$ cat config.mk
export PLATFORM = sky130hd
export DESIGN_NAME = rgb_colour_decoder
export DESIGN_NICKNAME = d
export VERILOG_FILES = /design/src/rtl/rgb_colour_decoder_pkg.sv /design/src/rtl/rgb_colour_decoder_classify.sv /design/src/rtl/rgb_colour_decoder.sv
export SDC_FILE = /design/constraint.sdc
export NUM_CORES = 1
export LEC_CHECK = 0
export ABC_CLOCK_PERIOD_IN_PS = 5360
export CORE_UTILIZATION = 43
export CTS_CLUSTER_SIZE = 24
export DETAILED_ROUTE_END_ITERATION = 8
export PLACE_DENSITY = 0.83
export SLEW_MARGIN = 40
export SYNTH_ARGS = -nofsm -noshare
export SYNTH_HDL_FRONTEND = slang
export SYNTH_HIERARCHICAL = 1
export SYNTH_SLANG_ARGS = --single-unit
$ cat constraint.sdc
create_clock -name clk -period 5.36 [get_ports clk]
set_clock_uncertainty 0.1 [all_clocks]
set_input_delay 0.536 -clock clk [delete_from_list [all_inputs] [get_ports clk]]
set_output_delay 0.536 -clock clk [all_outputs]
set_load 0.01 [all_outputs]
$ cat src/rtl/rgb_colour_decoder_pkg.sv
// Shared constants for the RGB colour decoder: colour codes, channel bit
// positions within the 3-bit code, default threshold and the classify record.
package rgb_colour_decoder_pkg;

  localparam logic [2:0] BLACK   = 3'b000;
  localparam logic [2:0] BLUE    = 3'b001;
  localparam logic [2:0] GREEN   = 3'b010;
  localparam logic [2:0] CYAN    = 3'b011;
  localparam logic [2:0] RED     = 3'b100;
  localparam logic [2:0] MAGENTA = 3'b101;
  localparam logic [2:0] YELLOW  = 3'b110;
  localparam logic [2:0] WHITE   = 3'b111;

  localparam int CH_R = 2;
  localparam int CH_G = 1;
  localparam int CH_B = 0;

  localparam logic [7:0] THRESH_DEFAULT = 8'h80;

  typedef struct packed {
    logic [2:0] code;
    logic       exact;
  } cls_t;

endpackage

$ cat src/rtl/rgb_colour_decoder_classify.sv
// Per-channel classifier, purely combinational: on when value >= THRESH,
// exact when the value is fully off (8'h00) or fully on (8'hFF).
module rgb_channel_classify
  import rgb_colour_decoder_pkg::*;
#(
  parameter logic [7:0] THRESH = THRESH_DEFAULT
) (
  input  logic [7:0] chan_dat,
  output logic       on,
  output logic       exact
);

  assign on    = (chan_dat >= THRESH);
  assign exact = (chan_dat == 8'h00) || (chan_dat == 8'hFF);

endmodule

$ cat src/rtl/rgb_colour_decoder.sv
// Recovers a debounced 3-bit colour code from a 24-bit RGB stream; output is
// registered one edge after the completing sample and held until out_ready.
module rgb_colour_decoder
  import rgb_colour_decoder_pkg::*;
#(
  parameter logic [7:0] THRESH     = THRESH_DEFAULT,
  parameter int         STABLE_CNT = 3
) (
  input  logic        clk,
  input  logic        rst_n,
  input  logic        in_valid,
  output logic        in_ready,
  input  logic [23:0] rgb,
  output logic        out_valid,
  input  logic        out_ready,
  output logic [2:0]  colour,
  output logic        exact
);

  localparam logic [3:0] SAT = 4'(STABLE_CNT);

  logic [2:0] on_bit;
  logic [2:0] ex_bit;
  cls_t       cls;

  rgb_channel_classify #(.THRESH(THRESH)) u_cls_r (
    .chan_dat(rgb[23:16]), .on(on_bit[CH_R]), .exact(ex_bit[CH_R]));
  rgb_channel_classify #(.THRESH(THRESH)) u_cls_g (
    .chan_dat(rgb[15:8]),  .on(on_bit[CH_G]), .exact(ex_bit[CH_G]));
  rgb_channel_classify #(.THRESH(THRESH)) u_cls_b (
    .chan_dat(rgb[7:0]),   .on(on_bit[CH_B]), .exact(ex_bit[CH_B]));

  always_comb begin
    cls.code  = on_bit;
    cls.exact = &ex_bit;
  end

  logic [2:0] cand_q, cand_d;
  logic [3:0] cnt_q, cnt_d;
  logic [2:0] committed_q, committed_d;
  logic       have_q, have_d;
  logic [2:0] colour_q, colour_d;
  logic       exact_q, exact_d;
  logic       out_valid_q, out_valid_d;
  logic       in_acc;
  logic       emit;

  // A pending output blocks input unless it is being consumed this cycle.
  assign in_ready = !out_valid_q || out_ready;
  assign in_acc   = in_valid && in_ready;

  always_comb begin
    cand_d      = cand_q;
    cnt_d       = cnt_q;
    committed_d = committed_q;
    have_d      = have_q;
    colour_d    = colour_q;
    exact_d     = exact_q;
    out_valid_d = out_valid_q;
    emit        = 1'b0;

    if (in_acc) begin
      if (cls.code == cand_q) begin
        cnt_d = (cnt_q >= SAT) ? SAT : cnt_q + 4'd1;
      end else begin
        cand_d = cls.code;
        cnt_d  = 4'd1;
      end
      emit = (cnt_d == SAT) && (!have_q || (cand_d != committed_q));
    end

    if (emit) begin
      colour_d    = cand_d;
      exact_d     = cls.exact;
      committed_d = cand_d;
      have_d      = 1'b1;
      out_valid_d = 1'b1;
    end else if (out_ready) begin
      out_valid_d = 1'b0;
    end
  end

  always_ff @(posedge clk or negedge rst_n) begin
    if (!rst_n) begin
      cand_q      <= 3'b000;
      cnt_q       <= 4'd0;
      committed_q <= 3'b000;
      have_q      <= 1'b0;
      colour_q    <= 3'b000;
      exact_q     <= 1'b0;
      out_valid_q <= 1'b0;
    end else begin
      cand_q      <= cand_d;
      cnt_q       <= cnt_d;
      committed_q <= committed_d;
      have_q      <= have_d;
      colour_q    <= colour_d;
      exact_q     <= exact_d;
      out_valid_q <= out_valid_d;
    end
  end

  assign out_valid = out_valid_q;
  assign colour    = colour_q;
  assign exact     = exact_q;

endmodule

## Word level (Yosys, flattened, before mapping)

Cells that the tools add are included.
W data, S select, Z words.

- Bits in registers: 13
- Output and inout bits: 6
- Word-level logic and storage cells: 40
- Input bits: 28

- $lt $le $gt $ge: 4
- Mux-type cells: 9
- Add/sub/neg operators: 1
- Reduce and logical (&&, ||, !) cells: 14
- Eq/ne operators: 6

Operator list:

| operator | number |
|---|---|
| $eq A8 B8 Y1 const B | 3 |
| $ge A8 B8 Y1 const B | 3 |
| $logic_not A8 Y1 | 3 |
| $mux W4 | 3 |
| $mux W3 | 3 |
| $logic_or A1 B1 Y1 | 5 |
| $add A4 B1 Y4 const B | 1 |
| $eq A4 B2 Y1 const B | 1 |
| $ge A4 B2 Y1 const B | 1 |
| $eq A3 B3 Y1 | 1 |
| $mux W1 | 3 |
| $ne A3 B3 Y1 | 1 |
| $reduce_and A3 Y1 | 1 |
| $logic_and A1 B1 Y1 | 2 |
| $logic_not A1 Y1 | 2 |
| $reduce_bool A2 Y1 | 1 |

## Longest topological paths before layout

- Word-level depth: 9
- Depth in mapped cells: 6
- Mapped depth without buffers: 5

## Cells and area by module

Netlist, hierarchy kept.

Modules (own cells, without submodules):

| module | instances | cells an instance | seq. area each (µm²) | area an instance (µm²) |
|---|---|---|---|---|
| rgb_colour_decoder | 1 | 47 | 325.3 | 613.1 |
| rgb_channel_classify | 3 | 7 | 0.0 | 41.3 |

## Least setup slack after synthesis

OpenSTA, ideal clock, no wires.

- Path type: in2reg
- Start point: input port rgb[7]
- End point: register colour_q[0] (netlist: colour[0])
- Arrival time: 1.587 ns
- Path buffers: 2
- Setup time: 0.125 ns
- Path slack: 3.548 ns
- Required time: 5.135 ns
- Cell stages on the path: 6
- Path through: clkbuf_1 xnor2_1 and4_1 and4b_1 buf_6 mux2_4

- Word-level cells in the longest chain between the ends: 8
- Elaborated cells between the ends (all ways): 12
- Those cells by class: order compare (1); eq/ne (3); mux (6); reduce/logical (2)

Ends and longest elaborated chain:

| element | RTL line | source |
|---|---|---|
| start: declaration | rgb_colour_decoder.sv:13 | `input logic [23:0] rgb,` |
| $ge A8 B8 Y1 * | rgb_colour_decoder_classify.sv:13 | `assign on = (chan_dat >= THRESH);` |
| $eq A3 B3 Y1 | rgb_colour_decoder.sv:63 | `if (cls.code == cand_q) begin` |
| $mux W3 | rgb_colour_decoder.sv:63 |  |
| $mux W3 | rgb_colour_decoder.sv:62 | `if (in_acc) begin` |
| $ne A3 B3 Y1 | rgb_colour_decoder.sv:69 | `emit = (cnt_d == SAT) && (!have_q \|\| (cand_d != committed_q));` |
| $logic_or A1 B1 Y1 | rgb_colour_decoder.sv:69 |  |
| $logic_and A1 B1 Y1 | rgb_colour_decoder.sv:69 |  |
| $mux W1 | rgb_colour_decoder.sv:62 |  |
| end signal: assignment | rgb_colour_decoder.sv:97 | `colour_q <= colour_d;` |
| end: declaration | rgb_colour_decoder.sv:42 | `logic [2:0] colour_q, colour_d;` |

Mark *: on every way between the ends. The rest lies on a longest branch, timed or not. The select of a mux whose other input is x is not followed.
A chain may end at the register's enable or synchronous reset.

## Worst setup path after layout

- Start point: input port out_ready
- End point: output port in_ready

- Word-level cells in the longest chain between the ends: 1

Ends and longest elaborated chain:

| element | RTL line | source |
|---|---|---|
| start: declaration | rgb_colour_decoder.sv:15 | `input logic out_ready,` |
| $logic_or A1 B1 Y1 | rgb_colour_decoder.sv:49 | `assign in_ready = !out_valid_q \|\| out_ready;` |
| end: declaration | rgb_colour_decoder.sv:12 | `output logic in_ready,` |

No other way between the ends.

==> impl_metrics.yaml <==
outcome:
  status: "finished with violations"
  failed_checks: "design-rule violations"
cells_and_area:
  antennaDiodeCount: 0
  register_area_um2: 325
  final_nets: 131
  area_growth_pct: 48.0
  drive_above_1_share_pct: 13.9
  multi_input_area_um2: 382
  fillers: 117
  design_area_mm2: 0.00109
setup_path:
  crit_family: "buffers and inverters"
  cp_slowest_cell: "clkdlybuf4s50_1"
  cp-start-kind: "input pin"
  critPathMaxStageDelay_ns: 0.56
  required_ns: 4.72
  worstReg2RegEnd: "colour[0]"
  crit_arrival_ns: 1.72
  crit_chain: "clkdlybuf4s50_1, nand2b_1, clkdlybuf4s50_1"
  crit_type: "input pin to primary output"
  rr_startpoint: "cnt_q[0]"
  end_kind: "primary output"
  cpMostUsedCell: "clkdlybuf4s50_1"
  worst-path-max-fanout: 4
  timing.reg2reg.setup_slack_ns: 3.35
  ff2ff_path_depth: 5
  crit_buf_inv: 2
synth:
  synth_top_area_share_pct: 44.1
  synth.mux.area_fraction_pct: 12.7
  yosys_warnings: 6
  synth_edf_count: 0
  synth_compound_area_share_pct: 9.17
  ys_seq_area_share_pct: 44.1
  synth.top_cells.by_count: "dfrtp_1, nand4_1, nor4_1, nand2_1, xnor2_1"
  synth_area_leaders: "dfrtp_1, mux2_4, nand4_1"
  ys_types: 26
  yosys.area.top_type: "dfrtp_1"
  synth_simple_gate_area_share_pct: 21.1
  synth_ff_type: "dfrtp_1"
  synth_seq_cells: 13
  synth_cells: 68
  synth_adder_area_share_pct: 1.70
  synth_xor_xnor_area_share_pct: 7.13
  synth_most_common_cell: "dfrtp_1"
  avgSynthCellArea_um2: 10.8
  synth_async_sr_flop_share_pct: 100
  synthesis.area_um2: 737
  synth_nets: 97
  synth_top_family_by_area: "simple AND/OR/NAND/NOR gates"
cts:
  cts-resized-gates: 0
  ctsHoldBuffers: 0
  postCtsSetupBuffers: 0
  cts_root_buffer: "clkbuf_4"
  clkSlewWorstSetupHoldPaths_ns: 0.07
  clk_path_buf_depth: 2
  clock_latency_ns: 0.28
  cts_tree: "built"
  cts_made_buffers: 3
  cts_max_level: 1
  cts_sinks: 13
timing:
  rsz0062_at_grt: "false"
  tightest_slew_ns: 0.547
  slew_viol_final: 0
  fin_crit_ns: 2.35
  tns_ns: 0
  finalCritPeriodShare_pct: 43.9
  setup_viol: 0
  final_hold_viol_count: 0
  slew_headroom_pct: 63.4
  fmax_mhz: 425
place:
  gp_congestion: 0.764
  dp.final_hpwl_um: 1440
  dpl_cell_area_mm2: 0.00106
  io_buffers: 33
floorplan:
  io_pins: 34
  coreArea_mm2: 0.00156
  die_y_um: 43.4
  initial_core_util_pct: 47.3
  fp-row-count: 14
  die-area_mm2: 0.00188
  die_w_um: 43.4
worst_hold_path:
  timing.hold.worst.class: "flop to flop"
  hold_depth: 1
  min_from: "have_q"
  holdPathEnd: "have_q"
global_route:
  antenna_found_initial: 0
  grt_pass1_vias: 659
  grt_pass1_wl_um: 2780
  grt_use_total_pct: 20.5
  grt_max_degree: 14
  grt_overflow: 0
run:
  cap_violations: 0
detailed_routing:
  vias_per_cell: 5.45
  routedWlPerCell_um: 14.3
  dr_total_vias: 638
  drtIter0Drc: 10
  ant_nets: 0
  drcViolationCount: 4
  drtPass1Iterations: 7
  drt_wl_total_um: 1670
pwr:
  p_leak_uw: 0.000454
  peakVddDrop_v: 0.000199
  p_per_area_mw_per_mm2: 261
==> metal layers <==
| layer | GRT usage (%) | vias to the layer above | routed length (um) |
|---|---|---|---|
| li1 | - | 318 | - |
| met1 | 22.5 | 301 | 652 |
| met2 | 38.8 | 15 | 932 |
| met3 | 5.42 | 4 | 53 |
| met4 | 5.63 | 0 | 34 |
| met5 | 0 | - | 0 |
==> how the worst max path moves through the flow <==
stage          slack (ns)  cells past startpoint       from        end
6_report             3.01                      3  out_ready   in_ready
5_1_grt              2.95                      3  out_ready   in_ready
4_1_cts              2.99                      3  out_ready   in_ready
3_5_place_dp         2.94                      5    rgb[23]  colour[0]
3_3_place_gp         2.98                      3  out_ready   in_ready
2_1_floorplan        3.55                      6     rgb[7]  colour[0]
==> where the power goes <==
| part | internal (uW) | switching [uW] | leakage [uW] |
|---|---|---|---|
| Clock | 28.9 | 30.2 | 0.0000150 |
| Combinational | 62.3 | 33.3 | 0.000273 |
| Sequential | 115 | 14.6 | 0.000165 |
==> registers in the layout, summed over array words and instances (netlist names) <==
| register | flops |
|---|---|
| cand_q | 3 |
| cnt_q | 4 |
| colour | 3 |
| exact | 1 |
| have_q | 1 |
| out_valid | 1 |
==> through the flow <==
step	hold WS, ns	std cells	total power, uW	utilization (%)	setup slack (ns)
3_5_place_dp	0.366	113	228	68.3	2.94
4_1_cts	0.382	117	287	70.0	2.99
5_1_grt	0.398	117	300	70.0	2.95
6_report	0.375	117	285	70.0	3.01
2_1_floorplan	0.140	68	177	-	3.55
3_3_place_gp	0.352	113	224	68.3	2.98
==> layout by cell type, fill, tap and decap left out, drive strengths merged <==
master / count
dfrtp: 13
and4: 1
a31oi: 1
xor2: 1
a22o: 1
and3: 1
mux2: 7
and2: 2
nor2b: 1
nand2: 5
clkbuf: 4
nor4: 6
and4b: 1
inv: 2
nand2b: 1
xnor2: 5
a21o: 2
nor3: 1
a21oi: 1
ha: 1
nand4: 7
o21ai: 4
clkdlybuf4s50: 33
==> layout make-up <==
type | instances | share of cell area [%]
flip-flops and latches | 13 | 29.8
well taps | 16 | 1.83
multi-input cells | 49 | 35.0
clock buffers | 4 | 2.41
repair buffers | 33 | 30.3
inverters | 2 | 0.688
==> cell families after synthesis <==
| kind of cell | Yosys count |
|---|---|
| and+or+nand+nor | 26 |
| adders and majority gates | 1 |
| muxes | 7 |
| DFF | 13 |
| buffers and inverters | 6 |
| xor gates and xnor gates | 6 |
| AOI/OAI and AO/OA | 9 |
Power figures use the tool's default switching activity.
